==> config.mk <==
export PLATFORM = sky130hd
export DESIGN_NAME = vga_code_queue_flat
export DESIGN_NICKNAME = d
export VERILOG_FILES = /design/src/rtl/vga_pkg.sv /design/src/rtl/vga_code_queue_if.sv /design/src/rtl/code_fifo.sv /design/src/rtl/vga_code_queue.sv /design/src/flat_wrapper.sv
export SDC_FILE = /design/constraint.sdc
export NUM_CORES = 1
export LEC_CHECK = 0
export BUFFER_PORTS_ARGS = -buffer_cell sky130_fd_sc_hd__buf_2
export CORE_UTILIZATION = 50
export DETAILED_ROUTE_END_ITERATION = 10
export GPL_TIMING_DRIVEN = 1
export PLACE_DENSITY_LB_ADDON = 0.15
export SLEW_MARGIN = 20
export SYNTH_ARGS = -nofsm -noshare
export SYNTH_HDL_FRONTEND = slang
export SYNTH_SLANG_ARGS = --single-unit
export TNS_END_PERCENT = 10
==> constraint.sdc <==
create_clock -name clk -period 4.4 [get_ports clk]
set_clock_uncertainty 0.15 [all_clocks]
set_input_delay 1.32 -clock clk [delete_from_list [all_inputs] [get_ports clk]]
set_output_delay 1.32 -clock clk [all_outputs]
set_load 0.05 [all_outputs]
==> src/rtl/vga_pkg.sv <==
// Shared definitions for the VGA colour-code path: code layout, 800x600 timing, FSM states.
// Latency: n/a (package only).
// Backpressure: n/a.
package vga_pkg;

    localparam int CODE_W  = 24;
    localparam int LEFT_HI = 23;
    localparam int LEFT_LO = 12;
    localparam int RIGHT_HI = 11;
    localparam int RIGHT_LO = 0;

    // 800x600 @ 72 Hz with a 50 MHz pixel clock
    localparam int H_DISPLAY = 800;
    localparam int H_FRONT   = 56;
    localparam int H_SYNC    = 120;
    localparam int H_BACK    = 64;
    localparam int H_TOTAL   = H_DISPLAY + H_FRONT + H_SYNC + H_BACK;
    localparam int V_DISPLAY = 600;
    localparam int V_FRONT   = 37;
    localparam int V_SYNC    = 6;
    localparam int V_BACK    = 23;
    localparam int V_TOTAL   = V_DISPLAY + V_FRONT + V_SYNC + V_BACK;

    typedef enum logic [0:0] {
        ST_IDLE = 1'b0,
        ST_HOLD = 1'b1
    } state_e;

    function automatic logic [11:0] code_left(input logic [CODE_W-1:0] c);
        return c[LEFT_HI:LEFT_LO];
    endfunction

    function automatic logic [11:0] code_right(input logic [CODE_W-1:0] c);
        return c[RIGHT_HI:RIGHT_LO];
    endfunction

endpackage

==> src/rtl/vga_code_queue_if.sv <==
// Producer-side valid/ready bus carrying colour codes into the queue.
// Latency: n/a (wires only).
// Backpressure: in_ready low means the push is refused and in_data must be held.
interface vga_code_queue_if
    import vga_pkg::*;
#(
    parameter int W = CODE_W
);
    logic [W-1:0] in_data;
    logic         in_valid;
    logic         in_ready;

    modport master (output in_data, output in_valid, input in_ready);
    modport slave  (input in_data, input in_valid, output in_ready);
endinterface

==> src/rtl/code_fifo.sv <==
// Single-clock FIFO holding pending colour codes; head is the oldest entry.
// Latency: a push is visible at head/level on the following cycle.
// Backpressure: push ignored when full, pop ignored when empty.
module code_fifo #(
    parameter int WIDTH = 24,
    parameter int DEPTH = 4
) (
    input  logic                   clk,
    input  logic                   rst_n,
    input  logic                   push_i,
    input  logic                   pop_i,
    input  logic [WIDTH-1:0]       data_i,
    output logic [WIDTH-1:0]       head_o,
    output logic [$clog2(DEPTH):0] level_o,
    output logic                   full_o,
    output logic                   empty_o
);
    localparam int AW = $clog2(DEPTH);

    logic [WIDTH-1:0] mem_q [DEPTH];
    logic [AW-1:0]    wr_ptr_q, rd_ptr_q;
    logic [AW:0]      level_q, level_d;
    logic             push_ok, pop_ok;

    assign full_o  = (level_q == (AW+1)'(DEPTH));
    assign empty_o = (level_q == '0);
    assign push_ok = push_i && !full_o;
    assign pop_ok  = pop_i && !empty_o;
    assign head_o  = mem_q[rd_ptr_q];
    assign level_o = level_q;

    // Occupancy follows push/pop; simultaneous push and pop cancel out
    always_comb begin
        level_d = level_q;
        case ({push_ok, pop_ok})
            2'b10:   level_d = level_q + 1'b1;
            2'b01:   level_d = level_q - 1'b1;
            default: level_d = level_q;
        endcase
    end

    // Storage array needs no reset: entries are only read once written
    always_ff @(posedge clk) begin
        if (push_ok) mem_q[wr_ptr_q] <= data_i;
    end

    // Pointers wrap naturally at the power-of-two depth
    always_ff @(posedge clk or negedge rst_n) begin
        if (!rst_n) begin
            wr_ptr_q <= '0;
            rd_ptr_q <= '0;
            level_q  <= '0;
        end else begin
            if (push_ok) wr_ptr_q <= wr_ptr_q + 1'b1;
            if (pop_ok)  rd_ptr_q <= rd_ptr_q + 1'b1;
            level_q <= level_d;
        end
    end
endmodule

==> src/rtl/vga_code_queue.sv <==
// Frame-synchronous colour-code source: queues codes and changes output only at vsync falls.
// Latency: code changes on the edge where vsync is first sampled low; each code held FRAMES_PER_CODE frames.
// Backpressure: in_ready drops when the FIFO is full, decoded from registered occupancy only.
module vga_code_queue
    import vga_pkg::*;
#(
    parameter int                DEPTH           = 4,
    parameter int                FRAMES_PER_CODE = 72,
    parameter logic [CODE_W-1:0] RESET_CODE      = 24'h000000
) (
    input  logic                   clk,
    input  logic                   rst_n,
    vga_code_queue_if.slave        in_if,
    input  logic                   vsync_i,
    output logic [CODE_W-1:0]      code_o,
    output logic [$clog2(DEPTH):0] level_o,
    output logic                   busy_o
);
    localparam int CNT_W = (FRAMES_PER_CODE > 1) ? $clog2(FRAMES_PER_CODE) : 1;

    state_e            state_q, state_d;
    logic [CNT_W-1:0]  frame_cnt_q, frame_cnt_d;
    logic [CODE_W-1:0] code_q, code_d;
    logic              vsync_q;
    logic              tick, last_frame, push, pop;
    logic              fifo_full, fifo_empty;
    logic [CODE_W-1:0] fifo_head;

    assign tick       = vsync_q && !vsync_i;
    assign last_frame = (frame_cnt_q == CNT_W'(FRAMES_PER_CODE - 1));
    assign push       = in_if.in_valid && !fifo_full;
    assign pop        = tick && !fifo_empty && ((state_q == ST_IDLE) || last_frame);

    assign in_if.in_ready = !fifo_full;
    assign code_o         = code_q;
    assign busy_o         = (state_q == ST_HOLD);

    code_fifo #(
        .WIDTH (CODE_W),
        .DEPTH (DEPTH)
    ) u_fifo (
        .clk     (clk),
        .rst_n   (rst_n),
        .push_i  (push),
        .pop_i   (pop),
        .data_i  (in_if.in_data),
        .head_o  (fifo_head),
        .level_o (level_o),
        .full_o  (fifo_full),
        .empty_o (fifo_empty)
    );

    // Next-state: only a frame tick can load a new code or advance the frame count
    always_comb begin
        state_d     = state_q;
        frame_cnt_d = frame_cnt_q;
        code_d      = code_q;
        if (tick) begin
            if (pop) begin
                code_d      = fifo_head;
                frame_cnt_d = '0;
                state_d     = ST_HOLD;
            end else if (state_q == ST_HOLD) begin
                if (last_frame) state_d = ST_IDLE;
                else            frame_cnt_d = frame_cnt_q + 1'b1;
            end
        end
    end

    // State, counter, output code and vsync history
    always_ff @(posedge clk or negedge rst_n) begin
        if (!rst_n) begin
            state_q     <= ST_IDLE;
            frame_cnt_q <= '0;
            code_q      <= RESET_CODE;
            vsync_q     <= 1'b1;
        end else begin
            state_q     <= state_d;
            frame_cnt_q <= frame_cnt_d;
            code_q      <= code_d;
            vsync_q     <= vsync_i;
        end
    end
endmodule

==> src/flat_wrapper.sv <==
// flat-port wrapper written by rule: the top's interface ports become plain ports
module vga_code_queue_flat import vga_pkg::*;
#(
    parameter int                DEPTH           = 4,
    parameter int                FRAMES_PER_CODE = 72,
    parameter logic [CODE_W-1:0] RESET_CODE      = 24'h000000
)
  (clk, rst_n, vsync_i, code_o, level_o, busy_o, in_if_in_data, in_if_in_valid, in_if_in_ready);
  vga_code_queue_if #(.W(24)) in_if_i ();
  input  logic clk;
  input  logic rst_n;
  input  logic vsync_i;
  output logic [CODE_W-1:0] code_o;
  output logic [$clog2(DEPTH):0] level_o;
  output logic busy_o;
  input wire logic [$bits(in_if_i.in_data)-1:0] in_if_in_data;
  input wire logic [$bits(in_if_i.in_valid)-1:0] in_if_in_valid;
  output wire logic [$bits(in_if_i.in_ready)-1:0] in_if_in_ready;
  assign in_if_i.in_data = in_if_in_data;
  assign in_if_i.in_valid = in_if_in_valid;
  assign in_if_in_ready = in_if_i.in_ready;
  vga_code_queue #(.DEPTH(DEPTH), .FRAMES_PER_CODE(FRAMES_PER_CODE), .RESET_CODE(RESET_CODE)) u_core (.clk(clk), .rst_n(rst_n), .in_if(in_if_i), .vsync_i(vsync_i), .code_o(code_o), .level_o(level_o), .busy_o(busy_o));
endmodule
=== After elaboration in Yosys (flattened, before gate mapping) ===
Memory sizes are Yosys's and may differ from the RTL's. A register that Yosys moved wholly into a read port is not among the register bits.
Cells that the tools add are included.

* Memories kept: 1
* Register bits after elaboration: 16
* Word-level logic and storage cells: 43
* Output and inout bits: 29
* Input bits: 28
* RAM bits: 96

* Bitwise logic cells: 1
* Reductions and logical operators: 16
* Add/subtract/negate cells: 5
* Equality and inequality tests: 5
* Muxes and demuxes: 9

{| class="wikitable"
|+ Memory list
! name !! words !! width !! rd ports !! clocked after memory_dff !! wr ports !! RTL line !! text
|-
| u_core.u_fifo.mem_q || 4 || 24 || 1 || 1 || 1 || code_fifo.sv:20 || <nowiki>logic [WIDTH-1:0] mem_q [DEPTH];</nowiki>
|}

{| class="wikitable"
|+ Operator list
! operator !! count
|-
| 7-bit two-way mux || 3
|-
| 7-bit by 1-bit adder with 7-bit output (second input constant) || 1
|-
| 7-bit == test (second input constant) || 1
|-
| 1-bit logical AND || 6
|-
| 3-bit one-hot mux with 2 select lines || 1
|-
| 1-bit two-way mux || 5
|-
| 2-bit by 1-bit adder with 2-bit output (second input constant) || 2
|-
| 1-bit zero test || 4
|-
| 2-bit nonzero test || 2
|-
| 3-bit by 1-bit adder with 3-bit output (second input constant) || 1
|-
| 3-bit == test (second input constant) || 1
|-
| 3-bit zero test || 1
|-
| 3-bit AND reduction || 1
|-
| 3-bit by 1-bit subtractor with 3-bit output (second input constant) || 1
|-
| 2-bit by 1-bit == test with 1-bit output (second input constant) || 1
|-
| 2-bit == test (second input constant) || 1
|-
| 2-bit inequality test (second input constant) || 1
|-
| 2-bit AND reduction || 1
|-
| 1-bit logical OR || 1
|-
| 1-bit NOT || 1
|}

=== Longest topological paths before layout ===
* Depth in word-level cells: 7
* Gate-level depth with buffers: 13
* Gate-level depth less buffers: 11

=== Modules after synthesis ===
Synthesis repeated with hierarchy kept, for this count alone.

* Cell total of the unflattened synthesis: 269
* Area, all modules: 5442.7 µm²

{| class="wikitable"
|+ By module, submodules not included
! module !! seq. area each (µm²) !! cells each !! times used !! area an instance (µm²)
|-
| code_fifo || 3057.9 || 163 || 1 || 3933.8
|-
| vga_code_queue || 827.0 || 106 || 1 || 1508.9
|}

=== Worst setup path before layout ===
No wires, ideal clock.

* Path kind: input -> register
* Start point: input vsync_i
* End point: register u_core.u_fifo.level_q[2], in the netlist u_core.u_fifo.level_o[2]
* Library setup time: 0.082 ns
* Required time: 4.168 ns
* Stages on the path: 13
* Path slack: 0.783 ns
* Arrival: 3.385 ns
* Cells stage by stage: nand2b_4 or2_2 clkbuf_1 or2_1 buf_6 buf_6 inv_1 ha_1 inv_1 fa_1 xor2_1 nor2_1 xor2_1

* Word-level cells in the longest chain between the ends: 7
* Elaborated cells on any way between the ends: 9

{| class="wikitable"
|+ Ends and longest elaborated chain
! element !! RTL line !! text
|-
| start: declaration || flat_wrapper.sv:12 || <nowiki>input logic vsync_i;</nowiki>
|-
| 1-bit zero test * || vga_code_queue.sv:29 || <nowiki>assign tick = vsync_q && !vsync_i;</nowiki>
|-
| 1-bit logical AND * || vga_code_queue.sv:29 ||
|-
| 1-bit logical AND * (2 in series) || vga_code_queue.sv:32 || <nowiki>assign pop = tick && !fifo_empty && ((state_q == ST_IDLE) || last_frame);</nowiki>
|-
| 1-bit logical AND * || code_fifo.sv:28 || <nowiki>assign pop_ok = pop_i && !empty_o;</nowiki>
|-
| via u_core.u_fifo.pop_ok || code_fifo.sv:23 || <nowiki>logic push_ok, pop_ok;</nowiki>
|-
| 2-bit by 1-bit == test with 1-bit output / 2-bit == test (equally long branches) || code_fifo.sv:35 || <nowiki>case ({push_ok, pop_ok})</nowiki>
|-
| 3-bit one-hot mux with 2 select lines / 2-bit nonzero test (equally long branches) || -- ||
|-
| end signal: assignment || code_fifo.sv:56 || <nowiki>level_q <= level_d;</nowiki>
|-
| end: declaration || code_fifo.sv:22 || <nowiki>logic [AW:0] level_q, level_d;</nowiki>
|}

The timed path passes the listed nets; every way through them passes the cells marked *.
A chain may end at the register's enable or synchronous reset.

=== Worst setup path in the final report ===
Same ends and word-level chain as after synthesis.

==> impl_summary.txt <==
----------------------------------------------------
[Yosys]
  Library cells used by synthesis ... 39
  Net count after synthesis ... 299
  Most common flop cell mapped by yosys ... sky130_fd_sc_hd__edfxtp_1
  Number of standard cells after synthesis ... 264
  Commonest cells in the netlist ... sky130_fd_sc_hd__edfxtp_1 (96), sky130_fd_sc_hd__dfrtp_1 (39), sky130_fd_sc_hd__mux4_2 (24), sky130_fd_sc_hd__mux2_4 (18), sky130_fd_sc_hd__inv_1 (9)
  Syn avg cell area ... between 20 and 25 um^2
  Share of synthesized area occupied by flip-flops and latches ... 72.6%
  Most area-hungry cell type in the Yosys netlist ... sky130_fd_sc_hd__edfxtp_1
  Warning count from the yosys run ... 0
  Portion of synthesized cell area occupied by the leading cell type ... 53.9%
  Most instantiated library cell after synthesis ... sky130_fd_sc_hd__edfxtp_1
  Share of flip-flops with an asynchronous set or reset after synthesis ... between 20% and 30%
  Number of synthesized flops with an enable pin ... 96
  Post-synthesis instance area ... 5350 um^2
  Synth top area cells ... sky130_fd_sc_hd__edfxtp_1 (54%), sky130_fd_sc_hd__dfrtp_1 (18%), sky130_fd_sc_hd__mux4_2 (10%), sky130_fd_sc_hd__mux2_4 (5.1%), sky130_fd_sc_hd__ha_1 (1.4%)
  FF+latch count, synth ... approximately 140

[STA]
  Hold violation count in the final report ... 0
  Relative slew margins ... 35.7%
  Endpoints failing setup ... 0
  Transition time at the pin with the least slew margin ... approximately 0.96 ns
  Post-layout minimum cycle time ... 3.11 ns
  Max Clock Freq ... about 0.32 GHz
  Final-layout setup total negative slack ... 0 ns
  Setup repair after global routing missed its margin ... no
  Total count of max-transition violations in the final report ... 0
  Post-route fraction of the period consumed by the critical path ... 70.7%

[Worst setup path]
  Category of the worst setup path launch point ... input pin
  Arrival time of the worst setup path ... 3.40 ns
  Setup crit end kind ... flip-flop
  Worst reg-to-reg setup slack ... 1.74 ns
  CP startpoint ... vsync_i
  Critical Path RT ... between 4 and 5 ns
  Setup crit end ... u_core.u_fifo.level_o[2]$_DFFE_PN0P_
  Kind of critical path ... input pin to flip-flop
  Endpoint of the lowest-slack register-to-register path ... u_core.u_fifo.level_o[2]$_DFFE_PN0P_
  Worst Reg-to-Reg Cells ... 10
  Worst-path maximum fanout ... 14
  Origin of the critical flop-to-flop path ... u_core.vsync_q$_DFF_PN1_

[Status]
  Outcome ... finished clean

[Floorplan]
  Die Wd ... 105 um
  Site Rows ... 37
  Core area ... 10400 um^2
  Starting density of the core ... just over 50%
  Number of top-level design ports ... 57
  Die Height ... roughly 110 um
  Area of the die ... 11100 um^2

[Cells and area]
  Area Growth Syn to Fin ... 19.2%
  Layout cells sized above 1 ... 41.6%
  Diode insertion count for antenna repair ... 0
  Storage cell area ... between 3000 and 4000 um^2
  Fill count ... just under 800
  Area of the multi-input gates ... 1360 um^2
  Final net count ... 368

[Clocking]
  Clock net sink count ... 136
  Clock Tree Root ... sky130_fd_sc_hd__clkbuf_8
  Number of buffers added by the clock tree synthesis step ... 17
  Clock insertion delay at the later pin of the skew report ... 0.51 ns
  Clock edge transition at the registers on the reported setup and hold paths ... around 0.060 ns
  Count of cells resized by post-cts repair ... 0
  Post-CTS Setup Repair Bufs ... 0
  CTS Hold Buffers Added ... 0
  CTS tree ... yes
  Maximum count of clock buffers along a single path ... 2
  # H-tree levels ... 4

[Placed design]
  Detailed Place HPWL ... 5280 um
  # port buffers ... 56
  GPL Wtd Cong ... 0.708

[Drt]
  DR DRC count ... 0
  Wire length reported by the detailed router ... ~8800 um
  Pre-Repair DR Iteration Count ... 5
  Final antenna-violating net count ... 0
  Via count ... around 2.6k
  Via-per-instance ratio ... 5.31
  Count of routing violations after the opening detailed-route iteration ... 132
  Wirelength per Cell ... 18.3 um

[Global route]
  Met2 Usage GRT ... about 30%
  Number of antenna violations at the first check in global routing ... 0
  GR peak layer ... met2
  Met3 routing resource usage after global routing ... ~5.8%
  Number of global-route vias before repair ... 2650
  Global-route usage over all layers ... between 10% and 20%
  Overflow after GRT ... 0
  Maximum number of pins on one net before global-route repair ... between 40 and 50
  Wire length of the first global-routing pass ... 14300 um
  Met1 Usage GRT ... 22.5%

[Pwr]
  Leakage power total ... 2.51 nW
  Max rail drop VDD ... 0.446 mV
  Power per cell area ... 728 nW/um^2
  Post-layout power ... 0.00464 W

[Min path]
  Hold-critical path depth ... 1
  Worst min-delay path category ... flip-flop to flip-flop
  Hold_sp ... u_core.code_o[11]$_DFFE_PN0P_

[Job]
  Max-cap violations ... 0

----------------------------------------------------
==> critical path, cell delays in order <==
cell                       delay (ns)
sky130_fd_sc_hd__buf_2           0.10
sky130_fd_sc_hd__nand2b_4        0.15
sky130_fd_sc_hd__or2_2           0.40
sky130_fd_sc_hd__or2_2           0.33
sky130_fd_sc_hd__inv_1           0.06
sky130_fd_sc_hd__ha_1            0.17
sky130_fd_sc_hd__inv_1           0.06
sky130_fd_sc_hd__fa_1            0.38
sky130_fd_sc_hd__xor2_1          0.15
sky130_fd_sc_hd__nor2_1          0.11
sky130_fd_sc_hd__xor2_1          0.15
==> state kept, by name (all words and copies together) (netlist names) <==
register / count
u_core.u_fifo.mem_q: 96
u_core.code_o: 24
u_core.frame_cnt_q: 7
u_core.u_fifo.level_o: 3
u_core.u_fifo.rd_ptr_q: 2
u_core.u_fifo.wr_ptr_q: 2
u_core.busy_o: 1
u_core.vsync_q: 1
==> power breakdown <==
part / switching [W] / internal, W
clock: 0.000542 / 0.000876
sequential: 0.000213 / 0.00172
combinational: 0.000783 / 0.000507
==> cell families (layout without fill, tap and decap cells) <==
logic type / after synthesis / count (layout) / synth area share [%]
buf+inv: 21 / 103 / 1.96
flops: 136 / 136 / 72.6
xor+xnor: 6 / 6 / 0.982
simple gates: 24 / 24 / 3.04
mux: 53 / 53 / 17.4
fa+ha+maj: 7 / 7 / 1.78
compound gates: 17 / 17 / 2.24
==> placed cells by master (no fill, tap or decap), drive strengths merged, types with 4 or more instances in the layout <==
cell	count
and3	4
buf	62
clkbuf	17
clkinv	4
dfrtp	39
edfxtp	96
ha	6
inv	15
mux2	26
mux4	24
nand3	4
o21ai	6
==> final cells by class <==
class / count / share of cell area, %
Clock buffer: 17 / 6.49
Clock inverter: 15 / 2.96
Inverter: 9 / 0.530
Multi-Input combinational cell: 107 / 21.3
Sequential cell: 136 / 60.9
Tap cell: 136 / 2.67
Timing Repair Buffer: 62 / 5.10
==> worst min-delay path by stage <==
stage	to
after global routing	u_core.code_o[13]$_DFFE_PN0P_
after global placement	u_core.code_o[11]$_DFFE_PN0P_
after floorplan	u_core.frame_cnt_q[0]$_DFFE_PN0P_
after detailed placement	u_core.code_o[11]$_DFFE_PN0P_
after CTS	u_core.code_o[11]$_DFFE_PN0P_
final	u_core.code_o[11]$_DFFE_PN0P_
==> metrics by stage <==
step           utilization, %  worst slack (ns)  cells  hold WS (ns)  instance area [um^2]
6_report                 61.5              1.29    482         0.334                  6380
5_1_grt                  61.5              1.16    482         0.345                  6380
4_1_cts                  61.5              1.30    482         0.340                  6380
3_5_place_dp             55.7             0.760    450         0.326                  5780
3_3_place_gp             55.7             0.804    450         0.320                  5780
2_1_floorplan               -             0.783    264         0.340                  5350
==> layer usage <==
metal	wire length [um]	vias up	share of wire, %
met4	80	0	0.91
li1	-	1174	-
met1	3770	1324	43
met2	4630	51	52
met3	358	10	4.1
met5	0	-	0
Note: power is estimated with default switching activity, not from simulation.
